### src/rtl/pipe_pkg.sv
// Shared pipeline definitions: control bundle bit positions and forwarding selects.
package pipe_pkg;

  localparam int CTRL_W = 12;

  localparam int CTRL_REG_WRITE  = 11;
  localparam int CTRL_MEM_READ   = 10;
  localparam int CTRL_MEM_WRITE  = 9;
  localparam int CTRL_MEM_TO_REG = 8;
  localparam int CTRL_ALU_SRC    = 7;
  localparam int CTRL_BRANCH     = 6;
  localparam int CTRL_USES_RS1   = 5;
  localparam int CTRL_USES_RS2   = 4;
  localparam int CTRL_ALU_OP_MSB = 3;
  localparam int CTRL_ALU_OP_LSB = 0;

  localparam logic [1:0] FWD_REG = 2'b00;
  localparam logic [1:0] FWD_MEM = 2'b10;
  localparam logic [1:0] FWD_WB  = 2'b01;

  typedef logic [CTRL_W-1:0] ctrl_t;

endpackage

### src/rtl/id_ex_stage_forward_unit.sv
// Operand forwarding select for one EX source register; EX/MEM beats MEM/WB.
module forward_unit
  import pipe_pkg::*;
(
  input  logic       ex_valid,
  input  logic [4:0] ex_rs,
  input  logic       mem_reg_write,
  input  logic [4:0] mem_rd,
  input  logic       wb_reg_write,
  input  logic [4:0] wb_rd,
  output logic [1:0] fwd_sel
);

  always_comb begin
    fwd_sel = FWD_REG;
    if (ex_valid) begin
      if (mem_reg_write && (mem_rd != 5'd0) && (mem_rd == ex_rs)) begin
        fwd_sel = FWD_MEM;
      end else if (wb_reg_write && (wb_rd != 5'd0) && (wb_rd == ex_rs)) begin
        fwd_sel = FWD_WB;
      end
    end
  end

endmodule

### src/rtl/id_ex_stage.sv
// ID/EX pipeline register with load-use stall, flush bubbles, forwarding selects
// and saturating debug counters for bubbles and flushes.
module id_ex_stage
  import pipe_pkg::*;
#(
  parameter int XLEN  = 32,
  parameter int CNT_W = 16
) (
  input  logic              clk,
  input  logic              rst_n,
  input  logic              id_valid,
  input  logic [XLEN-1:0]   id_pc,
  input  logic [4:0]        id_rs1,
  input  logic [4:0]        id_rs2,
  input  logic [4:0]        id_rd,
  input  logic [XLEN-1:0]   id_rs1_data,
  input  logic [XLEN-1:0]   id_rs2_data,
  input  logic [XLEN-1:0]   id_imm,
  input  logic [CTRL_W-1:0] id_ctrl,
  input  logic              flush,
  input  logic              mem_reg_write,
  input  logic [4:0]        mem_rd,
  input  logic              wb_reg_write,
  input  logic [4:0]        wb_rd,
  output logic              stall,
  output logic              ex_valid,
  output logic [XLEN-1:0]   ex_pc,
  output logic [4:0]        ex_rs1,
  output logic [4:0]        ex_rs2,
  output logic [4:0]        ex_rd,
  output logic [XLEN-1:0]   ex_rs1_data,
  output logic [XLEN-1:0]   ex_rs2_data,
  output logic [XLEN-1:0]   ex_imm,
  output logic [CTRL_W-1:0] ex_ctrl,
  output logic [1:0]        forward_a,
  output logic [1:0]        forward_b,
  output logic [CNT_W-1:0]  bubble_cnt,
  output logic [CNT_W-1:0]  flush_cnt
);

  localparam logic [CNT_W-1:0] CNT_MAX = {CNT_W{1'b1}};
  localparam logic [CNT_W-1:0] CNT_ONE = CNT_W'(1);

  logic rs1_hit;
  logic rs2_hit;
  logic load_in_ex;

  assign load_in_ex = ex_valid && ex_ctrl[CTRL_MEM_READ] && (ex_rd != 5'd0);
  assign rs1_hit    = id_ctrl[CTRL_USES_RS1] && (id_rs1 == ex_rd);
  assign rs2_hit    = id_ctrl[CTRL_USES_RS2] && (id_rs2 == ex_rd);
  assign stall      = id_valid && load_in_ex && (rs1_hit || rs2_hit) && !flush;

  // Flush and stall both insert a bubble; data fields hold since EX ignores them.
  always_ff @(posedge clk or negedge rst_n) begin
    if (!rst_n) begin
      ex_valid    <= 1'b0;
      ex_pc       <= '0;
      ex_rs1      <= '0;
      ex_rs2      <= '0;
      ex_rd       <= '0;
      ex_rs1_data <= '0;
      ex_rs2_data <= '0;
      ex_imm      <= '0;
      ex_ctrl     <= '0;
    end else if (flush || stall) begin
      ex_valid <= 1'b0;
      ex_ctrl  <= '0;
    end else begin
      ex_valid    <= id_valid;
      ex_pc       <= id_pc;
      ex_rs1      <= id_rs1;
      ex_rs2      <= id_rs2;
      ex_rd       <= id_rd;
      ex_rs1_data <= id_rs1_data;
      ex_rs2_data <= id_rs2_data;
      ex_imm      <= id_imm;
      ex_ctrl     <= id_valid ? id_ctrl : '0;
    end
  end

  always_ff @(posedge clk or negedge rst_n) begin
    if (!rst_n) begin
      bubble_cnt <= '0;
      flush_cnt  <= '0;
    end else begin
      if (stall && (bubble_cnt != CNT_MAX)) begin
        bubble_cnt <= bubble_cnt + CNT_ONE;
      end
      if (flush && id_valid && (flush_cnt != CNT_MAX)) begin
        flush_cnt <= flush_cnt + CNT_ONE;
      end
    end
  end

  forward_unit u_fwd_a (
    .ex_valid      (ex_valid),
    .ex_rs         (ex_rs1),
    .mem_reg_write (mem_reg_write),
    .mem_rd        (mem_rd),
    .wb_reg_write  (wb_reg_write),
    .wb_rd         (wb_rd),
    .fwd_sel       (forward_a)
  );

  forward_unit u_fwd_b (
    .ex_valid      (ex_valid),
    .ex_rs         (ex_rs2),
    .mem_reg_write (mem_reg_write),
    .mem_rd        (mem_rd),
    .wb_reg_write  (wb_reg_write),
    .wb_rd         (wb_rd),
    .fwd_sel       (forward_b)
  );

endmodule

### config.mk
export PLATFORM = sky130hd
export DESIGN_NAME = id_ex_stage
export DESIGN_NICKNAME = d
export VERILOG_FILES = /design/src/rtl/pipe_pkg.sv /design/src/rtl/id_ex_stage_forward_unit.sv /design/src/rtl/id_ex_stage.sv
export SDC_FILE = /design/constraint.sdc
export NUM_CORES = 1
export LEC_CHECK = 0
export ABC_AREA = 1
export BUFFER_PORTS_ARGS = -buffer_cell sky130_fd_sc_hd__buf_4
export CELL_PAD_IN_SITES_DETAIL_PLACEMENT = 0
export CELL_PAD_IN_SITES_GLOBAL_PLACEMENT = 2
export CORE_ASPECT_RATIO = 1.1
export CORE_UTILIZATION = 24
export DETAILED_ROUTE_END_ITERATION = 6
export GPL_TIMING_DRIVEN = 0
export HOLD_SLACK_MARGIN = 0.08
export PLACE_DENSITY = 0.76
export SYNTH_ARGS = -nofsm -noshare
export SYNTH_HDL_FRONTEND = slang
export SYNTH_SLANG_ARGS = --single-unit
export TNS_END_PERCENT = 30
### constraint.sdc
create_clock -name clk -period 1.8 [get_ports clk]
set_clock_uncertainty 0.1 [all_clocks]
set_input_delay 0.18 -clock clk [delete_from_list [all_inputs] [get_ports clk]]
set_output_delay 0.18 -clock clk [all_outputs]
set_load 0.005 [all_outputs]
==> run metrics <==
status finished with violations; failing checks setup timing; vias in the first global route 9186; hold path start id_valid; kind of critical path flip-flop to primary output; Simple-Gate Fraction of Synth Area 33.1%; met3 usage 4.92%; met1 usage in global routing 21.8%; R2R Path Start ex_rd[3]; Peak Freq 509 MHz; Cell Rows around 70; share of the synthesized area in the top cell type 55.4%; kind of end point of the critical path primary output; I/O pin count 364; PD cells 732 nW/µm²; Post-synth EDFFs 0; Layout Nets 1777; crit path time final 1.97 ns; initial core utilization around a quarter; most frequent cell after synthesis nand2_1; adder-cell share of the synthesized area 0.295%; Final Hold Viols 0; #FFs+latches synth about 190; Commonest cells post-synth nand2_1, dfrtp_1, nand3_1; TritonCTS buffer count 17; reg2reg end bubble_cnt[14]; post-synth cell types 28; CTS root buf clkbuf_16; CP arrival 1.69 ns; Synth Area in Compound Gates 0.884%; vias per std cell about 4.4; Max Cap Viol 0; synth top area cells dfrtp_1, nand2_1, nand3_1, xor2_1, xnor2_1; Worst Setup SP ex_rd[3]; post-synthesis mux area share 0%; Worst-Skew Late Latency about 0.46 ns; H-tree depth 4; worst setup margin -0.165 ns; drt first pass iters 5; DRC 0; ratio of cells with drive above 1 in the final layout 39.3%; Worst-Margin Slew 0.679 ns; TritonCTS clock tree yes; Mapped Area about 8500 µm²; DR WL/cell 16.6 µm; count of pins over their slew limit 0; drt total wl 34100 µm; Clock Sinks 188; Worst-path clk slew 0.07 ns; detailed-route via count about 9000; Max IR drop VDD 0.601 mV; YS warnings 0; Top FF cell, synth dfrtp_1; hold crit path type input port to flip-flop; pin count of the biggest net entering global routing between 100 and 150; Synth area leader dfrtp_1; setup violators final about 170; HPWL Detailed roughly 23000 µm; leakage power about 0.0080 µW; total power between 10000 and 15000 µW; CP Max Fanout 4; Die ar. 36200 µm²; die width 181 µm; R2R Setup Slk -0.15 ns; GRT overflow 0; Area Growth Syn to Fin 83.1%; Worst Setup Start Kind flip-flop; Async SR Flop Fraction 100%; RSZ-0062 raised after global routing true; Clock Path Buffers 2; reg2reg path depth 13; normalized max-slew margin 54.8%; Buffers on Ports 363; post-synthesis sequential area ratio between 50% and 60%; Global Route Usage Sum around 19%; largest family of logic cells by synthesized area simple AND/OR/NAND/NOR gates; Final period util 109%; Worst EP required roughly 1.5 ns; Cells after Synth between 1000 and 1500; Synth Net Count around 1200; Placer Congestion 0.795; busiest grt layer met2; initial antenna violation count 1; Setup crit end stall; Fin Setup TNS -19.20 ns; first-pass GRT wire length approximately 51000 µm; XOR/XNOR share of the synthesized area 4.74%; Die Height 199 µm; Syn Area/Cell 8.30 µm²; met2 usage 32.6%; First DRT Iteration DRCs ~340; core area 34600 µm²; Detail Route Antenna Nets 0
placed cells by master (no fill, tap or decap), types with 4 or more instances in the layout:
| cell | netlist | layout |
|---|---|---|
| buf_12 | 0 | 11 |
| buf_16 | 0 | 4 |
| xor2_1 | 26 | 26 |
| nand2_2 | 3 | 78 |
| clkbuf_8 | 0 | 5 |
| xnor2_1 | 20 | 17 |
| buf_1 | 6 | 5 |
| nand3_2 | 1 | 6 |
| nand4_1 | 8 | 8 |
| buf_4 | 13 | 380 |
| nand2_4 | 0 | 26 |
| buf_8 | 0 | 13 |
| nand3_1 | 155 | 147 |
| nand2_1 | 440 | 337 |
| buf_6 | 6 | 9 |
| dfrtp_2 | 0 | 14 |
| dfrtp_1 | 188 | 174 |
| clkbuf_1 | 16 | 8 |
| inv_6 | 0 | 4 |
| clkinv_4 | 0 | 5 |
| nor3_1 | 11 | 8 |
| inv_2 | 6 | 10 |
| nor2_1 | 46 | 44 |
| inv_1 | 40 | 36 |
| clkbuf_16 | 0 | 31 |
| o21ai_2 | 0 | 6 |
| o21ai_0 | 10 | 4 |
| dlygate4sd3_1 | 0 | 160 |
stage by stage:
| stage | cell area [µm²] | worst slack, ns | utilization, % | std cells | hold WS, ns |
|---|---|---|---|---|---|
| floorplan | 8500 | 0.0741 | - | 1024 | -0.216 |
| finish | 15600 | -0.165 | 45.0 | 2056 | 0.0984 |
| global placement | 11800 | -1.05 | 34.1 | 1825 | 0.312 |
| global route | 15600 | -0.322 | 45.0 | 2056 | 0.116 |
| CTS | 14800 | -0.206 | 42.9 | 2042 | 0.0910 |
| detailed placement | 11800 | -0.797 | 34.2 | 1826 | 0.118 |
critical path, stage by stage, from the launching register on:
cell	delay [ns]
dfrtp_1	0.43
inv_2	0.07
nand2_1	0.07
nand2_1	0.05
nor2_1	0.09
nand3_1	0.12
nand2_4	0.14
nand3_4	0.08
inv_2	0.09
buf_6	0.09
report_power, final:
| group | switching (µW) | internal, µW | leakage (µW) |
|---|---|---|---|
| Combinational | 1020 | 1410 | 0.00539 |
| Sequential | 360 | 4580 | 0.00234 |
| Clock | 1910 | 2100 | 0.000290 |
cell families (layout without fill, tap and decap cells):
logic type,after synthesis,in the layout
xor gates and xnor gates,46,46
and+or+nand+nor,675,675
adders and majority gates,2,2
buffers and inverters,98,691
other,0,1
AOI/OAI and AO/OA,15,15
DFF,188,188
per-layer routing:
layer	vias to the layer above	part of all wire (%)
met1	4251	42
li1	4411	-
met5	-	0
met4	0	1.6
met3	32	6.0
met2	271	51
flip-flops by register name, indices dropped and copies added, names as in the netlist:
signal	count
ex_rd	5
ex_rs1_data	32
ex_imm	32
ex_rs2	5
ex_rs1	5
ex_ctrl	12
ex_valid	1
ex_rs2_data	32
flush_cnt	16
bubble_cnt	16
ex_pc	32
worst min-delay path by stage:
| stage | to | depth (start not counted) |
|---|---|---|
| after global placement | ex_imm[3] | 3 |
| after CTS | flush_cnt[10] | 5 |
| after floorplan | bubble_cnt[0] | 0 |
| final | flush_cnt[10] | 5 |
| after global routing | flush_cnt[10] | 5 |
| after detailed placement | ex_ctrl[1] | 1 |
timing repair:
action | CTS | global route
gates resized for setup | 135 | 150
setup buffers | 18 | 5
hold buffers | 160 | 0
hold endpoints to repair | 237 | 0
setup endpoints to repair | 192 | 187
pin swaps | 7 | 14
cloned | 6 | 12
final cells by class:
class / count / area, µm²
Buffer: 50 / 573
Inverter: 46 / 173
Tap cell: 438 / 548
Timing Repair Buffer: 563 / 5000
Clock inverter: 15 / 181
Clock buffer: 17 / 425
Fill cell: 3422 / 19000
Sequential cell: 188 / 4720
Antenna cell: 1 / 2.50
Multi-Input combinational cell: 738 / 3930
(Power assumes the default switching activity.)
